### src/rtl/pc_mar_ram.sv
// Program counter, MAR, MDR and 16x8 program/data RAM for the SAP-style CPU.
// Define PC_MAR_RAM_CLEAR_EN to make rst clear every RAM word. Otherwise RAM keeps its contents across rst.
module pc_mar_ram (
   input  logic       clk,
   input  logic       rst,
   input  logic       pc_inc,
   input  logic       pc_en,
   input  logic       pc_load,
   input  logic       mar_load_n,
   input  logic       mdr_load_n,
   input  logic       ram_en_n,
   input  logic       ram_load_n,
   input  logic       prog_mode,
   input  logic       prog_we,
   input  logic [3:0] prog_addr,
   input  logic [7:0] prog_data,
   input  logic [7:0] bus_in,
   output logic [7:0] bus_out,
   output logic       bus_oe,
   output logic [3:0] pc_q,
   output logic       bus_err
);

   localparam int AW    = 4;
   localparam int DW    = 8;
   localparam int DEPTH = 16;

   logic [AW-1:0] pc_reg, pc_next;
   logic [AW-1:0] mar_reg, mar_next;
   logic [DW-1:0] mdr_reg, mdr_next;
   logic          bus_err_reg, bus_err_next;
   logic          bus_conflict;

   logic [DW-1:0] ram_q [DEPTH];
   logic          wr_en;
   logic [AW-1:0] wr_addr;
   logic [DW-1:0] wr_data;
   logic [DEPTH-1:0] word_we;

   // Programming mode freezes the datapath and hands the write port to the loader.
   always_comb begin
      pc_next      = pc_reg;
      mar_next     = mar_reg;
      mdr_next     = mdr_reg;
      bus_conflict = 1'b0;
      if (!prog_mode) begin
         if (pc_load)
            pc_next = bus_in[AW-1:0];
         else if (pc_inc)
            pc_next = pc_reg + 4'd1;
         if (!mar_load_n)
            mar_next = bus_in[AW-1:0];
         if (!mdr_load_n)
            mdr_next = bus_in;
         bus_conflict = pc_en && !ram_en_n;
      end
      bus_err_next = bus_err_reg | bus_conflict;
   end

   always_ff @(posedge clk or posedge rst) begin
      if (rst) begin
         pc_reg      <= '0;
         mar_reg     <= '0;
         mdr_reg     <= '0;
         bus_err_reg <= 1'b0;
      end else begin
         pc_reg      <= pc_next;
         mar_reg     <= mar_next;
         mdr_reg     <= mdr_next;
         bus_err_reg <= bus_err_next;
      end
   end

   always_comb begin
      wr_en   = 1'b0;
      wr_addr = mar_reg;
      wr_data = mdr_reg;
      if (prog_mode) begin
         wr_en   = prog_we;
         wr_addr = prog_addr;
         wr_data = prog_data;
      end else begin
         wr_en   = !ram_load_n;
      end
   end

   genvar gi;
   generate
      for (gi = 0; gi < DEPTH; gi++) begin : g_word_we
         assign word_we[gi] = wr_en && (wr_addr == AW'(gi));
      end
   endgenerate

`ifdef PC_MAR_RAM_CLEAR_EN
   always_ff @(posedge clk or posedge rst) begin
      if (rst) begin
         for (int i = 0; i < DEPTH; i++)
            ram_q[i] <= '0;
      end else begin
         for (int i = 0; i < DEPTH; i++)
            if (word_we[i])
               ram_q[i] <= wr_data;
      end
   end
`else
   // Contents survive rst, but a write is still suppressed while rst is high.
   always_ff @(posedge clk) begin
      if (!rst) begin
         for (int i = 0; i < DEPTH; i++)
            if (word_we[i])
               ram_q[i] <= wr_data;
      end
   end
`endif

   // PC wins the bus over RAM; a read sees pre-edge MAR and RAM contents.
   always_comb begin
      bus_out = '0;
      bus_oe  = 1'b0;
      if (!rst && !prog_mode) begin
         if (pc_en) begin
            bus_out = {4'h0, pc_reg};
            bus_oe  = 1'b1;
         end else if (!ram_en_n) begin
            bus_out = ram_q[mar_reg];
            bus_oe  = 1'b1;
         end
      end
   end

   assign pc_q    = pc_reg;
   assign bus_err = bus_err_reg;

endmodule
### config.mk
export PLATFORM = sky130hd
export DESIGN_NAME = pc_mar_ram
export DESIGN_NICKNAME = d
export VERILOG_FILES = /design/src/rtl/pc_mar_ram.sv
export SDC_FILE = /design/constraint.sdc
export NUM_CORES = 1
export LEC_CHECK = 0
export CORE_MARGIN = 2
export CORE_UTILIZATION = 40
export CTS_CLUSTER_DIAMETER = 40
export DETAILED_ROUTE_END_ITERATION = 8
export PLACE_DENSITY = 0.68
export SYNTH_ARGS = -nofsm -noshare
export SYNTH_HDL_FRONTEND = slang
export SYNTH_SLANG_ARGS = --single-unit
### constraint.sdc
create_clock -name clk -period 6.2 [get_ports clk]
set_input_delay 0.93 -clock clk [delete_from_list [all_inputs] [get_ports clk]]
set_output_delay 0.93 -clock clk [all_outputs]
set_load 0.02 [all_outputs]
* Yosys cells after proc, flatten, opt, wreduce, memory -nomap -nowiden *
Memory sizes are Yosys's and may differ from the RTL's.
Index checks and enable logic that the tools add are counted.

storage, ports and cells
  register bits after elaboration = 17
  RAM bits = 128
  input bits = 31
  output and inout port bits = 14
  logic and storage cells = 172
  memories = 1

cells by class
  add/sub/neg operators = 1
  equal/unequal tests = 15
  mux-type cells = 105
  bitwise logic cells = 4
  reductions and logical operators = 42

memory list
  memory  words  width  rd ports  clocked after Yosys merged registers in  wr ports  line  text
  ram_q   16     8      1         0                                        1         34    logic [DW-1:0] ram_q [DEPTH];

operator list
  cell                   number
  $mux W8                19
  $reduce_or A8 Y1       15
  $mux W4                18
  $mux W1                68
  $eq A4 B4 Y1 const B   8
  $logic_and A1 B1 Y1    18
  $eq A4 B3 Y1 const B   4
  $eq A4 B2 Y1 const B   2
  $reduce_and A2 Y1      3
  $add A4 B1 Y4 const B  1
  $eq A4 B1 Y1 const B   1
  $logic_not A1 Y1       4
  $logic_not A4 Y1       1
  $not A1 Y1             3
  $reduce_bool A2 Y1     1
  $or A1 B1 Y1           1

* Longest topological paths before layout *
  depth in word-level cells = 22
  mapped depth = 7
  mapped depth without buffers = 4

* Worst setup path after synthesis *
OpenSTA, ideal clock, no wires.

  path kind = input to output
  start = in prog_mode
  end = out bus_out[4]
  data arrival time = 2.331 ns
  data required time = 5.270 ns
  slack = 2.939 ns
  stages on the path = 4
  buffers on the path = 1
  cells stage by stage = clkbuf_1 nor4_2 nand2b_1 o32ai_1

between the ends
  longest elaborated chain between the ends = 3

RTL lines
  element              line  text
  start, declared      13    input logic prog_mode,
  $logic_not A1 Y1     120   if (!rst && !prog_mode) begin
  $logic_and A1 B1 Y1  120
  $mux W8              120
  end, declared        18    output logic [7:0] bus_out,

No other way between the ends.

* Final worst setup path *
  start = in prog_mode
  end = out bus_out[7]

Same word-level chain as after synthesis.

==> impl_metrics.toml <==
[timing]
fmaxAchievable_ghz = 0.2238
slew_headroom_pct = 30.03
finalHoldViolCount = 0
fin_crit_sh_pct = 72.07
drv_slew = 0
worst_pin_slew_ps = 1046
setup_viol = 0
finalSetupTns_ps = 0
hold_slack_ps = 476.1
min_period_ps = 4468
grt_setup_unrepaired = "false"
skew_ps = 9.141

[grt]
globalRoute.totalOverflow = 0
grt_usage_pct = 17.31
grt_start_max_net_pins = 35
antenna_found_initial = 0
grt_pass1_wl_um = 20150
grt_pass1_vias = 3417

[final_layout]
seqCellArea_mm2 = 0.004270
finalNetCount = 417
diodes = 0
drive_gt1_share_pct = 22.11
syn2layout_area_growth_pct = 19.79
fin_area_mm2 = 0.007128
multi_input_area_mm2 = 0.001574
num-fill-cells = 1217
largest_reg_flops = 128
fin_util_pct = 49.04

[routing]
routed_wirelength_um = 12940
drc_errors = 0
avgRoutedWirePerCell_um = 22.23
postRouteAntennaNets = 0
viasPerCell = 5.574
drt_iter0_drc = 231
vias = 3244
drt_pre_antenna_iters = 5

[critical_path]
worstPathRequired_ps = 5270
end_kind = "output port"
crit_arrival_ps = 3540
ff2ff_path_depth = 5
reg2reg_slack_ps = 3460
timing.rr.start = "mar_reg[1]"
r2r_end = "ram_q[2][2]"
crit_fanout = 34
worstSetupPathType = "input port to output port"
cp-startpoint = "prog_mode"
crit_path_start_kind = "input port"

[synthesis]
synth_area_mm2 = 0.005951
ys_seq_area_share_pct = 71.74
yosysUniqueCellTypes = 39
synth_top_cell_area_share_pct = 64.59
ys_seq_elements = 145
async_flop_share_pct = 11.72
syn_avg_cell_area_um2 = 17.82
synth.most_common_cell = "edfxtp_1"
synth_commonest_cells = "edfxtp_1, mux4_2, nor2_1"
yosys-top-cells-area = "edfxtp_1, mux4_2, dfrtp_1"
synth_area_leader_cell = "edfxtp_1"
ys_dominant_reg_cell = "edfxtp_1"
synthCells = 334
synth_fp_nets = 366
ys_warn_count = 0
synth_enable_flop_cells = 128

[power_and_ir_drop]
power.leakage_nw = 2.331
ir_drop_uv = 187.5
clockPowerShare_pct = 40.6
sw_frac_of_total_pct = 24.18
powerDensity_mw_per_mm2 = 330.6
power.share.combinational_pct = 11.5
p_switching_mw = 0.5698
p_int_mw = 1.787
p_seq_share_pct = 47.9

[flow_run]
cap_violations = 0

[clock_tree]
cts_hold_buf = 0
clock_sinks = 145
ctsLongestPathBuffers = 2
ctsResizeCount = 0
clkLatencyLatePin_ps = 410
cts_root_buf = "clkbuf_16"
cts_tree = "yes"
clk_pin_slew_ps = 60
cts_made_buffers = 17
cts_setup_buffers = 0
htreeDepth = 4

[die]
io_pins = 45
initial_core_util_pct = 40.94
die-width_um = 126.0
core_area_mm2 = 0.01453
die_y_um = 126.0
rows = 44
die_area_mm2 = 0.01587

[placed_design]
io_buffers = 44
dp_hpwl_um = 8269
place_area_mm2 = 0.006568
gp_congestion = 0.8091

[worst_hold_path]
hold_path_end = "bus_err"
worstHoldPathType = "register to register"
holdPathStages = 2
hp-start = "bus_err"

[outcome]
status = "finished clean"
through the flow:
stage | setup WS, ps | power (mW) | cells
floorplan | 2939 | 1.324 | 334
global placement | 1803 | 1.412 | 550
detailed placement | 1734 | 1.421 | 550
CTS | 1738 | 2.367 | 582
global route | 1608 | 2.435 | 582
finish | 1732 | 2.357 | 582
area by class of cell:
cell class	count	share of cell area (%)
inverters	6	0.3160
multi-input cells	167	22.08
flip-flops and latches	145	59.91
clock inverters	14	1.843
clock buffers	18	6.021
well taps	184	3.230
repair buffers	48	6.600
power groups by stage:
| stage | clock [mW] | sequential, mW | combinational (mW) |
|---|---|---|---|
| 3_3_place_gp | 0 | 1.15 | 0.264 |
| 4_1_cts | 0.965 | 1.13 | 0.272 |
| 6_report | 0.957 | 1.13 | 0.270 |
| 5_1_grt | 1.01 | 1.13 | 0.291 |
| 2_1_floorplan | 0 | 1.14 | 0.179 |
| 3_5_place_dp | 0 | 1.15 | 0.271 |
layer usage:
metal	wire (um)	global-route usage, %
met1	5540	23.23
met2	6469	28.05
met3	723	3.568
met4	206	6.593
met5	0	0
kinds of logic (layout without fill, tap and decap cells):
logic type                 count (synthesis)  after routing  share of synthesized area [%]
AOI/OAI and AO/OA                         37             37                          3.974
adders and majority gates                  1              1                         0.2102
buffers and inverters                     22             86                          1.808
DFF                                      145            145                          71.74
muxes                                     60             60                          17.03
and+or+nand+nor                           69             69                          5.236
worst max-delay path by stage:
stage,end,slack (ps),depth (start not counted)
after detailed placement,bus_out[7],1730,6
after global routing,bus_out[7],1610,6
after global placement,bus_out[7],1800,6
final,bus_out[7],1730,6
after CTS,bus_out[7],1740,6
after floorplan,bus_out[4],2940,4
cells in the final DEF (no fill, tap or decap), types with 2 or more instances in the layout:
cell             netlist  final
clkdlybuf4s50_1        0     44
clkinvlp_4             0      4
buf_4                  3      4
nor2_1                29     29
nor3_1                 2      2
o21ai_0               10     10
mux4_2                31     31
nand4_1                3      3
nand3_1                3      3
inv_6                  0      4
clkinv_4               0      2
a21oi_1               12     12
a311o_1                2      2
nand2_1               23     23
inv_1                  4      4
clkbuf_16              0     17
mux2_2                20     20
dfrtp_1               17     16
edfxtp_1             128    128
o32ai_1                4      4
a32oi_1                2      2
clkinv_1               1      3
mux2i_1                9      9
worst max-delay path, cell delays in order:
cell and delay (ps):
clkdlybuf4s50_1 390, buf_4 250, nor4_2 510, nand2b_1 290
o32ai_1 470, clkdlybuf4s50_1 690
(Power assumes the default switching activity.)
